File: src/rtl/iic_pkg.sv
// Shared I2C definitions: arbiter FSM encoding, timeout defaults and transfer payload.
package iic_pkg;

    localparam int unsigned CLK_I_DIV     = 20;
    localparam int unsigned START_TMO_DEF = 20 * CLK_I_DIV;
    localparam int unsigned XFER_TMO_DEF  = 400 * CLK_I_DIV;
    localparam int unsigned TMR_W         = 16;
    localparam int unsigned OWNER_W       = 3;

    typedef enum logic [2:0] {
        ST_IDLE   = 3'd0,
        ST_GRANT  = 3'd1,
        ST_LAUNCH = 3'd2,
        ST_XFER   = 3'd3,
        ST_DONE   = 3'd4
    } arb_state_e;

    // One transaction as presented to iic_drive.
    typedef struct packed {
        logic        wr_rd;
        logic [7:0]  dev_addr;
        logic [15:0] reg_addr;
        logic [7:0]  wdata;
    } iic_xfer_t;

    // Saturating timer increment.
    function automatic logic [TMR_W-1:0] tmr_inc(input logic [TMR_W-1:0] t);
        return (&t) ? t : t + TMR_W'(1);
    endfunction

endpackage

File: src/rtl/iic_rr_pick.sv
// Combinational round-robin selector: first set request at or after ptr, wrapping.
module iic_rr_pick
    import iic_pkg::*;
#(
    parameter int unsigned N_REQ = 3,
    parameter int unsigned PTR_W = (N_REQ > 1) ? $clog2(N_REQ) : 1
) (
    input  logic [N_REQ-1:0] req,
    input  logic [PTR_W-1:0] ptr,
    output logic [PTR_W-1:0] grant_c,
    output logic             valid_c
);

    int unsigned idx;

    // Scan from farthest to nearest so the nearest set bit wins.
    always_comb begin
        grant_c = '0;
        valid_c = 1'b0;
        idx     = 0;
        for (int k = N_REQ - 1; k >= 0; k--) begin
            idx = (32'(ptr) + 32'(k)) % N_REQ;
            if (req[PTR_W'(idx)]) begin
                grant_c = PTR_W'(idx);
                valid_c = 1'b1;
            end
        end
    end

endmodule

File: src/rtl/iic_bus_arbiter.sv
// Round-robin arbiter sharing one iic_drive among N_REQ requesters, with
// start stretching into the slow clk_i domain and busy/err tracking.
module iic_bus_arbiter
    import iic_pkg::*;
#(
    parameter int unsigned N_REQ     = 3,
    parameter int unsigned START_TMO = START_TMO_DEF,
    parameter int unsigned XFER_TMO  = XFER_TMO_DEF
) (
    input  logic                 clk_8m,
    input  logic                 rst_n,
    input  logic [N_REQ-1:0]     req,
    input  logic [N_REQ-1:0]     req_wr_rd,
    input  logic [8*N_REQ-1:0]   req_dev_addr,
    input  logic [16*N_REQ-1:0]  req_reg,
    input  logic [8*N_REQ-1:0]   req_wdata,
    output logic [N_REQ-1:0]     req_ack,
    output logic [N_REQ-1:0]     req_done,
    output logic                 req_err,
    output logic [7:0]           rd_data,
    output logic                 arb_busy,
    output logic [OWNER_W-1:0]   cur_owner,
    output logic                 drv_start,
    output logic                 drv_wr_rd,
    output logic [7:0]           drv_dev_addr,
    output logic [15:0]          drv_reg,
    output logic [7:0]           drv_wdata,
    input  logic                 drv_busy,
    input  logic                 drv_err,
    input  logic [7:0]           drv_rd_data
);

    localparam int unsigned PTR_W = (N_REQ > 1) ? $clog2(N_REQ) : 1;

    arb_state_e         state_q, state_d;
    logic               busy_meta, busy_s, err_meta, err_s;
    logic [PTR_W-1:0]   ptr_q, ptr_d, pick_c;
    logic               pick_valid_c;
    logic [TMR_W-1:0]   tmr_q, tmr_d;
    iic_xfer_t          fld_c [N_REQ];
    iic_xfer_t          xfer_q, xfer_d;
    logic [OWNER_W-1:0] owner_q, owner_d;
    logic [N_REQ-1:0]   ack_q, ack_d, done_q, done_d;
    logic               err_q, err_d;
    logic               arb_busy_q, arb_busy_d;
    logic               start_q, start_d;
    logic [7:0]         rd_q, rd_d;

    // Unpack the flat requester buses into per-requester payloads.
    for (genvar gi = 0; gi < N_REQ; gi++) begin : g_fld
        assign fld_c[gi] = '{wr_rd:    req_wr_rd[gi],
                             dev_addr: req_dev_addr[8*gi +: 8],
                             reg_addr: req_reg[16*gi +: 16],
                             wdata:    req_wdata[8*gi +: 8]};
    end

    iic_rr_pick #(
        .N_REQ (N_REQ),
        .PTR_W (PTR_W)
    ) u_pick (
        .req     (req),
        .ptr     (ptr_q),
        .grant_c (pick_c),
        .valid_c (pick_valid_c)
    );

    // Two-flop synchronizers for the clk_i-domain status.
    always_ff @(posedge clk_8m or negedge rst_n) begin
        if (!rst_n) begin
            busy_meta <= 1'b0;
            busy_s    <= 1'b0;
            err_meta  <= 1'b0;
            err_s     <= 1'b0;
        end else begin
            busy_meta <= drv_busy;
            busy_s    <= busy_meta;
            err_meta  <= drv_err;
            err_s     <= err_meta;
        end
    end

    // Next-state and registered-output logic.
    always_comb begin
        state_d    = state_q;
        ptr_d      = ptr_q;
        tmr_d      = tmr_q;
        xfer_d     = xfer_q;
        owner_d    = owner_q;
        ack_d      = '0;
        done_d     = '0;
        err_d      = 1'b0;
        arb_busy_d = arb_busy_q;
        start_d    = 1'b0;
        rd_d       = rd_q;

        case (state_q)
            ST_IDLE: begin
                if (pick_valid_c) begin
                    state_d    = ST_GRANT;
                    xfer_d     = fld_c[pick_c];
                    owner_d    = OWNER_W'(pick_c);
                    ack_d      = N_REQ'(1) << pick_c;
                    arb_busy_d = 1'b1;
                    ptr_d      = (32'(pick_c) == N_REQ - 1) ? '0 : pick_c + PTR_W'(1);
                end
            end
            ST_GRANT: begin
                state_d = ST_LAUNCH;
                start_d = 1'b1;
                tmr_d   = '0;
            end
            ST_LAUNCH: begin
                tmr_d = tmr_inc(tmr_q);
                if (busy_s) begin
                    state_d = ST_XFER;
                    tmr_d   = '0;
                end else if (tmr_q == TMR_W'(START_TMO - 1)) begin
                    state_d = ST_DONE;
                    err_d   = 1'b1;
                    done_d  = N_REQ'(1) << owner_q;
                end else begin
                    start_d = 1'b1;
                end
            end
            ST_XFER: begin
                tmr_d = tmr_inc(tmr_q);
                if (!busy_s) begin
                    state_d = ST_DONE;
                    err_d   = err_s;
                    done_d  = N_REQ'(1) << owner_q;
                    if (xfer_q.wr_rd) begin
                        rd_d = drv_rd_data;
                    end
                end else if (tmr_q == TMR_W'(XFER_TMO - 1)) begin
                    // Driver is left running; it is not ours to reset.
                    state_d = ST_DONE;
                    err_d   = 1'b1;
                    done_d  = N_REQ'(1) << owner_q;
                end
            end
            ST_DONE: begin
                state_d    = ST_IDLE;
                arb_busy_d = 1'b0;
            end
            default: begin
                state_d = ST_IDLE;
            end
        endcase
    end

    always_ff @(posedge clk_8m or negedge rst_n) begin
        if (!rst_n) begin
            state_q    <= ST_IDLE;
            ptr_q      <= '0;
            tmr_q      <= '0;
            xfer_q     <= '0;
            owner_q    <= '0;
            ack_q      <= '0;
            done_q     <= '0;
            err_q      <= 1'b0;
            arb_busy_q <= 1'b0;
            start_q    <= 1'b0;
            rd_q       <= '0;
        end else begin
            state_q    <= state_d;
            ptr_q      <= ptr_d;
            tmr_q      <= tmr_d;
            xfer_q     <= xfer_d;
            owner_q    <= owner_d;
            ack_q      <= ack_d;
            done_q     <= done_d;
            err_q      <= err_d;
            arb_busy_q <= arb_busy_d;
            start_q    <= start_d;
            rd_q       <= rd_d;
        end
    end

    assign req_ack      = ack_q;
    assign req_done     = done_q;
    assign req_err      = err_q;
    assign rd_data      = rd_q;
    assign arb_busy     = arb_busy_q;
    assign cur_owner    = owner_q;
    assign drv_start    = start_q;
    assign drv_wr_rd    = xfer_q.wr_rd;
    assign drv_dev_addr = xfer_q.dev_addr;
    assign drv_reg      = xfer_q.reg_addr;
    assign drv_wdata    = xfer_q.wdata;

endmodule

File: config.mk
export PLATFORM = sky130hd
export DESIGN_NAME = iic_bus_arbiter
export DESIGN_NICKNAME = d
export VERILOG_FILES = /design/src/rtl/iic_pkg.sv /design/src/rtl/iic_rr_pick.sv /design/src/rtl/iic_bus_arbiter.sv
export SDC_FILE = /design/constraint.sdc
export NUM_CORES = 1
export LEC_CHECK = 0
export BUFFER_PORTS_ARGS = -buffer_cell sky130_fd_sc_hd__buf_2
export CORE_MARGIN = 3
export CORE_UTILIZATION = 45
export CTS_CLUSTER_SIZE = 8
export DETAILED_ROUTE_END_ITERATION = 8
export PLACE_DENSITY_LB_ADDON = 0.08
export SLEW_MARGIN = 20
export SYNTH_ARGS = -nofsm -noshare
export SYNTH_HDL_FRONTEND = slang
export SYNTH_SLANG_ARGS = --single-unit
File: constraint.sdc
create_clock -name clk_8m -period 6.4 [get_ports clk_8m]
set_clock_uncertainty 0.15 [all_clocks]
set_input_delay 0.32 -clock clk_8m [delete_from_list [all_inputs] [get_ports clk_8m]]
set_output_delay 0.32 -clock clk_8m [all_outputs]
set_load 0.02 [all_outputs]
* Yosys cells after proc, flatten, opt, wreduce, memory -nomap -nowiden
Index checks and enable logic that the tools add are counted.
** Word-level totals
- Flip-flop bits (word level) :: 77
- Bits in latches :: 0
- Memory bits (writable) :: 0
- Memory bits (read-only) :: 0
- Input port bits :: 114
- Output and inout bits :: 53
- Logic and storage cells :: 93
- Memories :: 0
** Operators by class
- $add $sub $neg :: 4
- Multipliers :: 0
- Divide/modulo/power cells :: 3
- Magnitude comparators :: 4
- Eq/ne operators :: 10
- Shift operators :: 2
- Muxes and demuxes :: 42
- Bitwise operators :: 2
- Reductions and logical operators :: 8
** Operators with widths (number)
- 33-bit binary-select mux with 2-bit select :: 1
- 33-bit two-way mux :: 2
- 32-bit by 2-bit remainder unit with 32-bit output, second input constant :: 2
- 16-bit one-hot mux with 3 select lines :: 1
- 3-bit two-way mux :: 11
- 2-bit by 2-bit remainder unit with 32-bit output, second input constant :: 1
- 16-bit two-way mux :: 2
- 16-bit by 1-bit adder with 16-bit output, second input constant :: 1
- 16-bit by 13-bit equality test with 1-bit output, second input constant :: 1
- 16-bit by 9-bit equality test with 1-bit output, second input constant :: 1
- 16-bit AND reduction :: 1
- 1-bit two-way mux :: 13
- 3-bit one-hot mux with 4 select lines :: 1
- 2-bit by 3-bit < comparator with 1-bit output, second input constant :: 3
- 2-bit two-way mux :: 4
- 1-bit binary-select mux with 2-bit select :: 3
- 3-bit by 2-bit equality test with 1-bit output, second input constant :: 2
- 3-bit inequality test, second input constant :: 2
- 1-bit one-hot mux with 2 select lines :: 3
- 3-bit one-hot mux with 2 select lines :: 1
- 3-bit AND reduction :: 2
- 1-bit by 2-bit << shifter with 3-bit output, first input constant :: 2
- 2-bit AND reduction :: 2
- 2-bit by 1-bit adder with 3-bit output, second input constant :: 1
- 12 further kinds :: 12

* Longest topological paths before layout
Gate-level depths: netlist of run 1.
- Depth in word-level cells :: 11
- Mapped depth :: 10
- Gate-level depth less buffers :: 7

* Hierarchy
A second synthesis of run 1 with hierarchy kept.
** Second synthesis, totals
- Cell total of the unflattened synthesis :: 432
- Area, all modules :: 3995.1 um^2
** Modules (own cells, without submodules)
- iic_bus_arbiter :: instances 1, cells an instance 403, area an instance 3772.4 um^2, seq. area each 1926.8 um^2
- iic_rr_pick :: instances 1, cells an instance 29, area an instance 222.7 um^2, seq. area each 0.0 um^2

* Least setup slack after synthesis of run 1
No wires, ideal clock.
- Kind :: reg-to-reg
- Start :: register ptr_q[0]
- End :: register xfer_q, in the netlist drv_reg[0]
- Setup time :: 0.137 ns
- Arrival time :: 1.954 ns
- Data required time :: 6.113 ns
- Slack :: 4.159 ns
- Stages on the path, launching flop included :: 11
- Buffers on the path :: 3
- Period minus slack after synthesis :: 2.241 ns
- Path through :: dfrtp_1 -> inv_1 -> ha_1 -> buf_6 -> a21boi_0 -> o311a_1 -> buf_6 -> buf_4 -> mux2i_1 -> a2bb2oi_1 -> a21oi_1
** On the way
- Cells in the longest elaborated chain, start to end :: 11
- Elaborated cells on any way between the ends :: 22
- Classes of those cells :: 2 x add/sub; 3 x div; 15 x mux; 1 x bitwise; 1 x reduce/logical
** RTL lines
- start, declared :: line iic_bus_arbiter.sv:37 : logic [PTR_W-1:0] ptr_q, ptr_d, pick_c;
- start signal, assigned :: line iic_bus_arbiter.sv:166 : ptr_q <= ptr_d;
- 2-bit by 2-bit adder with 3-bit output :: line iic_rr_pick.sv:22 : idx = (32'(ptr) + 32'(k)) % N_REQ;
- 32-bit by 2-bit remainder unit with 32-bit output :: line iic_rr_pick.sv:22
- 1-bit binary-select mux with 2-bit select :: line iic_rr_pick.sv:23 : if (req[PTR_W'(idx)]) begin
- 1-bit two-way mux (not written as such) :: line iic_rr_pick.sv:23
- 2-bit two-way mux (3 in a row) :: line iic_rr_pick.sv:23
- 2-bit inverter with 3-bit output (not written as such) :: line iic_bus_arbiter.sv:100 : xfer_d = fld_c[pick_c];
- 33-bit binary-select mux with 2-bit select :: line iic_bus_arbiter.sv:100
- 33-bit two-way mux (not written as such) (2 in a row) :: line iic_bus_arbiter.sv:100
- end signal, assigned :: line iic_bus_arbiter.sv:168 : xfer_q <= xfer_d;
- end, declared :: line iic_bus_arbiter.sv:41 : iic_xfer_t xfer_q, xfer_d;
Several ways; a longest one is shown, not always the timed one. The select of a mux whose other input is x is not followed.
A chain may end at the register's enable or synchronous reset.

* Worst setup path in the final report of run 1
- Start :: register ptr_q[1]
- End :: register xfer_q, in the netlist drv_wdata[6]
Same word-level chain as after synthesis.

==> results of run 1 <==
[through the flow]
stage          hold WS, ns  utilization  worst slack, ns  instances  area (um2)
4_1_cts            0.00473        0.593             3.46        680        5250
3_3_place_gp         0.184        0.564             3.63        662        4990
2_1_floorplan       -0.126            -             4.16        411        4180
6_report           -0.0231        0.593             3.46        680        5250
5_1_grt             0.0340        0.593             3.24        680        5250
3_5_place_dp         0.186        0.564             3.49        662        4990
[layout make-up]
type / instances / area, um2
clock inverters: 6 / 111
flip-flops and latches: 77 / 1930
inverters: 9 / 33.8
multi-input cells: 298 / 2030
repair buffers: 172 / 886
clock buffers: 10 / 128
well taps: 108 / 135
fillers: 807 / 3600
[how the worst max path moves through the flow]
stage,start,endpoint,cells after the start
finish,ptr_q[1],drv_wdata[6],8
CTS,ptr_q[1],drv_reg[8],8
global route,ptr_q[1],drv_reg[8],8
global placement,ptr_q[1],drv_wdata[6],8
floorplan,ptr_q[0],drv_reg[0],10
detailed placement,ptr_q[1],drv_reg[8],8
[cells in the mapped netlist, drive strengths merged (4+ instances only)]
cell     instances  area share
dfrtp           77        0.46
mux2i           35       0.084
ha               4       0.012
o21ai           15       0.018
nor2b            5      0.0075
nand3           11       0.013
a21o             4      0.0072
buf             20       0.040
and3             4      0.0060
nor3             6      0.0099
nor4             5       0.010
a2bb2oi         33       0.069
inv              9      0.0081
a41oi            4      0.0084
nand2           15       0.013
nor2            46       0.042
mux2             9       0.024
a21oi           47       0.056
nor4b            4       0.011
clkbuf           7      0.0063
a31oi           10       0.015
[worst register-to-register path, delay by kind of cell, from the launching register on]
| kind | cells | cell delay, ns |
|---|---|---|
| adders and majority gates | 1 | 0.41 |
| AOI/OAI and AO/OA | 4 | 1.00 |
| muxes | 1 | 0.26 |
| buffers and inverters | 2 | 0.56 |
| DFF | 1 | 0.42 |
[routing by layer]
| layer | vias to the layer above | share of wire |
|---|---|---|
| met4 | 0 | 0.024 |
| met3 | 22 | 0.060 |
| met1 | 1764 | 0.42 |
| met2 | 129 | 0.49 |
| li1 | 1837 | - |
| met5 | - | 0 |
[power by group]
part           switching, mW  internal [mW]  total (mW)  leakage (nW)
clock network          0.187          0.259       0.446         0.116
registers              0.116          0.669       0.785         0.933
logic                  0.810          0.552        1.36          1.42
total                   1.11           1.48        2.59          2.47
[cell families after synthesis]
group / count (synthesis) / synth area share
adders and majority gates: 4 / 0.0120
buffers and inverters: 36 / 0.0542
other: 1 / 0.000898
and+or+nand+nor: 111 / 0.138
AOI/OAI and AO/OA: 138 / 0.225
DFF: 77 / 0.461
muxes: 44 / 0.108
[timing repair]
| item | in CTS | in global routing |
|---|---|---|
| gates resized for setup | 0 | 0 |
| hold buffers | 2 | 0 |
| endpoints found under the setup margin | 0 | 0 |
| buffers inserted | 0 | 0 |
| hold endpoints to repair | 2 | 0 |
==> run metrics, run 1 <==
met1 usage 0.274; CTS buffer count 9; RR Endpoint drv_wdata[6]; routability-driven placement congestion ratio about 0.90; most frequent cells in the layout buf_2 (164), dfrtp_1 (77), a21oi_1 (47); io pins about 170; setup tns final 0 ns; FF-to-FF Start ptr_q[1]; Tot Pwr 2.59 mW; first-pass GRT wire length 17.1 mm; final wirelength roughly 11 mm; fraction of the cycle the final worst path needs 0.459; chip height 102 um; Final Hold Vio Count 74; maxcap violations 0; cell count after synthesis just over 400; largest net degree at the start of global routing 78; # H-tree levels 3; Power per Cell Area a little under 500 nW/um2; Synth Net Count 529; Worst slew margin 0.364; port bufs around 170; wire per inst 16.3 um; crit path time final a little under 3 ns; max-slew violation count 0; Reg2Reg Setup Slack approximately 3.5 ns; Worst VDD drop 0.368 mV; die area about 10000 um2; synthesized area approximately 4200 um2; delay-heaviest family, CP compound AO/OA/AOI/OAI gates; Hold Slack -0.0231 ns; status complete, but fails checks; share of layout cells above drive strength 1 0.362; global routing usage on met3 0.0423; total core area slightly below 9000 um2; Worst-Skew Late Latency 0.35 ns; Area Growth Syn to Fin 25.7%; Slew @ Worst Pin between 0.9 and 1 ns; die width just over 100 um; Unique masters post-synth between 50 and 60; post-route ant nets 0; Clock transition at path regs 0.08 ns; busiest grt layer met2; Async SR Flop Fraction 1.00; startpoint types register; Nets 685; Seq/Total Area, Yosys 0.461; Synth Area per Inst approximately 10 um2; drt first pass iters 4; initial antenna violation count 0; DPL Wire Length roughly 8.1 mm; crit path capture type register; CP Cell Sequence inv_1 > ha_1 > a21boi_0 > o311a_2 > buf_4 > mux2i_1 > a2bb2oi_1 > a21oi_1; post-DR vias/cell 5.52; crit path kind reg2reg; vias in the first global route approximately 3500; CTS Buffer Depth 2; DRC viols 0; Worst Hold Class in2async; Post-synth top flop dfrtp_1; CP peak stage delay 0.49 ns; warnings from Yosys 0; failing checks negative hold slack; critical path data arrival time about 3.0 ns; worst-path fanout max 31; Fmax achieved between 300 and 400 MHz; number of synthesized flops with an enable pin 0; LEAKAGE 2.47 nW; CTS tree done; Critical-path top delay cell buf_4; crit path buf inv count 2; clk root buf clkbuf_8; overall routing resource usage 0.208; n_diodes 0; worst-case reg-to-reg path depth 8; via count 3752; Rows 34; RSZ-0062 raised after global routing false; commonest non-fill, non-tap cell in the layout buf_2; Initial Util 0.472; CTS Sinks 77; Setup violations, final 0; DR iter-0 viols 140; Seq cells post-synth just under 80; met2 usage in global routing 0.331; CP required 6.45 ns; GRT overflow 0
Note: power is estimated with default switching activity, not from simulation.
==> run 2: changes to the inputs <==
Settings changed: ABC_AREA set to 1.
Clock period 6.4 ns to 2.7 ns, I/O delays scaled along.
==> run metrics, run 2 <==
n_diodes 0 (unchanged); Slew @ Worst Pin 0.932 ns (-0.0220 ns); number of synthesized flops with an enable pin 0 (unchanged); Clock transition at path regs 0.09 ns (about the same); die area 11200 um2 (+6.5%); Rows 35 (+2.9%); switching pwr 3.45 mW (+210%); post-DR vias/cell 5.24 (-5.0%); Synth Area in Compound Gates 0.0566 (-0.168); Util after Layout 0.681 (+0.0884); Seq/Total Area, Yosys 0.432 (-0.0299); overall routing resource usage 0.251 (+0.0436); main combinational cell family by area after synthesis simple AND/OR/NAND/NOR gates; commonest non-fill, non-tap cell in the layout buf_2; GRT overflow 0 (unchanged); CP required 2.84 ns (-3.61 ns); drt first pass iters 8 (+4); RSZ-0062 raised after global routing false; # H-tree levels 3 (unchanged); maxcap violations 0 (unchanged); fraction of the cycle the final worst path needs 0.905 (+0.446); Worst VDD drop 0.680 mV (+85%); Async SR Flop Fraction 1.00 (unchanged); Seq cells post-synth 77 (unchanged); DPL Wire Length 8.80 mm (+8.9%); Final Hold Vio Count 2 (-97%); Setup violations, final 0 (unchanged); CTS buffer count 9 (unchanged); most frequent CP cell nand2_1; area leader, netlist dfrtp_1; Worst slew margin 0.378 (+0.0147); mux share of post-synthesis cell area 0.0202 (-0.0880); Worst-Skew Late Latency 0.36 ns (about the same); post-CTS setup buffer count 0 (unchanged); total core area 9460 um2 (+6.9%); Setup WS post-layout 0.258 ns (-3.20 ns); CTS Sinks 77 (unchanged); DR iter-0 viols 317 (+130%); status complete, but fails checks; cell count after synthesis 605 (+47%); CP Cell Sequence inv_1 > ha_1 > inv_2 > nand3_1 > nand2_1 > nand2_1 > nand2_1 > nand2_2 > inv_2 > nand3_1 > nand2_1 > nor2_1 > nor2_1; Power per Cell Area 1080 nW/um2 (+120%); Synth Area per Inst 7.38 um2 (-27%); setup tns final 0 ns (unchanged); Post-synth top flop dfrtp_1; Worst Hold Class in2reg; xor and xnor area share after synthesis 0.00196 (+0.00196); Post-synth top cells nand2_1 (132), nor2_1 (123), nand3_1 (84), dfrtp_1 (77), nand4_1 (40); first-pass GRT wire length 22.9 mm (+34%); vias in the first global route 4907 (+39%); Synth Area in Adders 0.0112 (-0.000776); most common cell in the synthesized netlist nand2_1; largest net degree at the start of global routing 78 (unchanged); max-slew violation count 0 (unchanged); Clock power frac 0.132 (-0.040); LEAKAGE 3.23 nW (+31%); synthesized area 4460 um2 (+6.9%); DRC viols 0 (unchanged); delay-heaviest family, CP simple AND/OR/NAND/NOR gates; Critical-path top delay cell inv_2; crit path time final 2.44 ns (-0.496 ns); Hold Slack -0.00566 ns (+0.0174 ns); CTS Buffer Depth 2 (unchanged); final wirelength 14.3 mm (+30%); initial antenna violation count 0 (unchanged); warnings from Yosys 0 (unchanged); crit path capture type register; P_int 3.51 mW (+140%); via count 5138 (+37%); clk root buf clkbuf_8; Simple-Gate Fraction of Synth Area 0.390 (+0.252); most frequent cells in the layout buf_2 (164), nand2_1 (132), nor2_1 (123); Area contributors post-synth dfrtp_1 (43%), nand2_1 (11%), nor2_1 (10%); DP Worst Slack 0.330 ns (-3.16 ns); die width 106 um (+3.2%); Synth Net Count 723 (+37%); Nets 964 (+41%); CP peak stage delay 0.47 ns (-0.02 ns); critical path data arrival time 2.59 ns (-0.40 ns); Tot Pwr 6.96 mW (+170%); post_cts resized 0 (unchanged); chip height 106 um (+3.2%); worst-path fanout max 34 (+9.7%); Initial Util 0.472 (about the same); share of layout cells above drive strength 1 0.257 (-0.105); switching power share of the total 0.496 (+0.0666); post-route ant nets 0 (unchanged); Logic pwr share 0.610 (+0.085); Fmax achieved 409 MHz (+20%); crit path buf inv count 3 (+1); failing checks negative hold slack; Unique masters post-synth 36 (-39%); CTS tree done; startpoint types register; io pins 167 (unchanged); top cell type's share of synthesized area 0.432 (-0.0299); Reg power frac 0.258 (-0.045); routability-driven placement congestion ratio 0.905 (about the same); wire per inst 14.6 um (-10%); port bufs 165 (unchanged); Area Growth Syn to Fin 44.4%; crit path kind reg2reg
==> run 2: cell count changes after synthesis, sizes merged, moves of 6 or more <==
cell / delta
inv: +34
buf: +11
a21oi: -40
a2bb2oi: -33
nand4: +39
a31oi: -9
o22ai: +6
nor2: +80
mux2i: -35
nand3: +76
nand2: +119
==> run 2: final cells by class <==
type | count | area, um2
Multi-Input combinational cell | 450 | 2150
Clock buffer | 10 | 138
Fill cell | 791 | 3010
Timing Repair Buffer | 265 | 1840
Sequential cell | 77 | 1930
Inverter | 43 | 161
Clock inverter | 6 | 67.6
Tap cell | 129 | 161
==> run 2: final timing paths <==
check / cells after the start / endpoint / from / slack (ns)
setup / recovery: 13 / drv_reg[9] / ptr_q[0] / 0.26
hold / removal: 5 / drv_reg[3] / req_reg[19] / -0.006
setup reg to reg: 13 / drv_reg[9] / ptr_q[0] / 0.26
hold reg to reg: 0 / err_s / err_meta / 0.21
max in group asynchronous: 2 / drv_wdata[4] / rst_n / 1.48
min in group asynchronous: 2 / rd_data[2] / rst_n / 0.31
==> run 2: timing repair <==
action,CTS,global route
hold buffers,90,0
hold endpoints to repair,119,0
endpoints found under the setup margin,0,0
==> run 2: logic make-up after synthesis <==
group,after synthesis
muxes,8
AOI/OAI and AO/OA,42
buffers and inverters,78
DFF,77
xor gates and xnor gates,1
and+or+nand+nor,394
other,1
adders and majority gates,4
==> run 2: metal layers <==
layer | vias up | global-route usage | wire length [um] | share of wire
met1 | 2382 | 0.297 | 5680 | 0.40
met5 | - | 0 | 0 | 0
met2 | 238 | 0.434 | 7090 | 0.49
met4 | 0 | 0.114 | 490 | 0.034
li1 | 2470 | - | - | -
met3 | 48 | 0.0588 | 1080 | 0.076
==> run 2: worst reg2reg max path, cell delays in order (launching register included) <==
cell and delay (ns):
dfrtp_1 0.36, inv_1 0.08, ha_1 0.35, inv_2 0.10, nand3_1 0.13, nand2_1 0.11
nand2_1 0.05, nand2_1 0.07, nand2_2 0.08, inv_2 0.47, nand3_1 0.20, nand2_1 0.11
nor2_1 0.05, nor2_1 0.08
==> run 2: power groups by stage <==
stage          Clock [mW]  Sequential (mW)  Combinational (mW)
5_1_grt             0.987             1.84                4.71
3_3_place_gp            0             1.80                4.02
6_report            0.917             1.80                4.24
3_5_place_dp            0             1.81                4.10
2_1_floorplan           0             2.23                2.70
4_1_cts             0.932             1.79                4.21
==> run 2: stage by stage <==
step,area [um2],cells
after CTS,6450,980
after floorplan,4460,605
after global placement,5340,874
after detailed placement,5340,874
final,6450,980
after global routing,6450,980
==> run 3: changes to the inputs <==
Settings changed: SETUP_SLACK_MARGIN set to 0.4.
==> run metrics, run 3 (synthesized netlist as in run 2, its figures left out) <==
crit path kind reg2reg; crit path time final 2.26 ns (-0.186 ns); Final Hold Vio Count 2 (unchanged); Nets 980 (+1.7%); Worst slew margin 0.361 (-0.0173); port bufs 165 (unchanged); share of layout cells above drive strength 1 0.287 (+0.0299); via count 5327 (+3.7%); Reg power frac 0.223 (-0.035); Rows 35 (unchanged); wire per inst 16.2 um (+11%); Placed Cells 874 (unchanged); die area 11200 um2 (unchanged); Initial Util 0.472 (unchanged); commonest non-fill, non-tap cell in the layout buf_2; Placed Area 5340 um2 (unchanged); crit path capture type register; GRT overflow 0 (unchanged); die width 106 um (unchanged); fraction of the cycle the final worst path needs 0.836 (-0.0690); switching power share of the total 0.485 (-0.0104); worst-path fanout max 6 (-82%); final wirelength 16.1 mm (+12%); CTS buffer count 9 (unchanged); maxcap violations 0 (unchanged); overall routing resource usage 0.252 (about the same); Worst VDD drop 0.759 mV (+12%); Seq. cell area 1930 um2 (unchanged); DRC viols 0 (unchanged); drt first pass iters 5 (-3); initial antenna violation count 0 (unchanged); most frequent cells in the layout buf_2 (164), nand2_1 (128), nor2_1 (122); Worst-Skew Late Latency 0.37 ns (about the same); Fmax achieved 443 MHz (+8.3%); post-route ant nets 0 (unchanged); setup tns final 0 ns (unchanged); area of the multi-input gates 2270 um2 (+5.6%); startpoint types register; Util after Layout 0.723 (+0.0413); status complete, but fails checks; Setup violations, final 0 (unchanged); n_diodes 0 (unchanged); CTS tree done; # fillers 716 (-9.5%); max-slew violation count 0 (unchanged); Clock power frac 0.113 (-0.019); total core area 9460 um2 (unchanged); Clock transition at path regs 0.09 ns (about the same); failing checks negative hold slack; DR iter-0 viols 380 (+20%); LEAKAGE 3.39 nW (+4.8%); Area Growth Syn to Fin 53.1%; Power per Cell Area 1190 nW/um2 (+9.9%); DPL Wire Length 8.80 mm (unchanged); switching pwr 3.94 mW (+14%); Post-Layout Cell Count 996 (+1.6%); Hold Slack -0.00478 ns (+0.000877 ns); DP Worst Slack 0.330 ns (unchanged); Logic pwr share 0.664 (+0.054); clk root buf clkbuf_8; Setup WS post-layout 0.444 ns (+0.186 ns); routability-driven placement congestion ratio 0.905 (unchanged); CP required 2.80 ns (-0.04 ns); vias in the first global route 4901 (-0.12%); P_int 4.18 mW (+19%); post-DR vias/cell 5.35 (+2.0%); chip height 106 um (unchanged); Slew @ Worst Pin 0.958 ns (+0.0260 ns); Worst Hold Class in2reg; RSZ-0062 raised after global routing true; CTS Sinks 77 (unchanged); largest net degree at the start of global routing 78 (unchanged); CTS Buffer Depth 2 (unchanged); post-route design area 6840 um2 (+6.1%); Tot Pwr 8.11 mW (+17%); critical path data arrival time 2.35 ns (-0.24 ns); first-pass GRT wire length 22.9 mm (+0.12%); # H-tree levels 3 (unchanged); io pins 167 (unchanged)
[run 3: changes by cell type in the layout (fill, tap and decap cells not counted), moves of 3 or more]
cell       change
buf_4          +3
nand2_1        -4
nand3_1        -5
nand3_2        +4
buf_6          +3
clkbuf_16      +6
[run 3: worst paths after layout]
kind                                  start         endpoint  slack (ns)  depth (start not counted)
worst max-delay path               ptr_q[1]     drv_wdata[0]        0.44                         14
worst min-delay path            req_reg[19]       drv_reg[3]      -0.005                          5
worst max register to register     ptr_q[1]     drv_wdata[0]        0.44                         14
worst min register to register     err_meta            err_s        0.21                          0
max in group asynchronous             rst_n  drv_dev_addr[6]        1.45                          2
min in group asynchronous             rst_n       rd_data[2]        0.31                          2
[run 3: worst max-delay path: stages, from the launching register on]
cell and delay, ns:
dfrtp_1 0.44, ha_4 0.31, inv_4 0.05, nand2_4 0.07
nand2_4 0.06, a21oi_4 0.16, nand2_2 0.08, nand3_4 0.21
buf_12 0.15, nand2_8 0.05, buf_6 0.13, nand3_1 0.06
nand2_1 0.06, nor2_1 0.10, nor2_1 0.05
[run 3: cell type report]
type	instances	share of cell area
sequential	77	0.282
tap	129	0.0236
timing repair buffer	280	0.308
inverter	43	0.0247
clock buffer	10	0.0201
multi-input combinational	451	0.332
clock inverter	6	0.00988
[run 3: what timing repair did]
item / 4_1_cts / 5_1_grt
resized for setup: 5 / 27
setup buffers: 0 / 8
cloned: 0 / 8
endpoints found under the hold margin: 119 / 0
endpoints found under the setup margin: 38 / 40
pin swaps: 0 / 14
hold buffers: 90 / 0
[run 3: power groups by stage]
stage	clock network (mW)	logic, mW	registers, mW
floorplan	0	2.70	2.23
global placement	0	4.02	1.80
detailed placement	0	4.10	1.81
CTS	0.932	4.25	1.79
global route	0.986	5.83	1.85
finish	0.917	5.39	1.81
[run 3: per-layer routing]
metal / part of all wire / track usage / up-vias
li1: - / - / 2513
met1: 0.38 / 0.298 / 2455
met2: 0.49 / 0.434 / 296
met3: 0.089 / 0.0588 / 63
met4: 0.037 / 0.114 / 0
met5: 0 / 0 / -
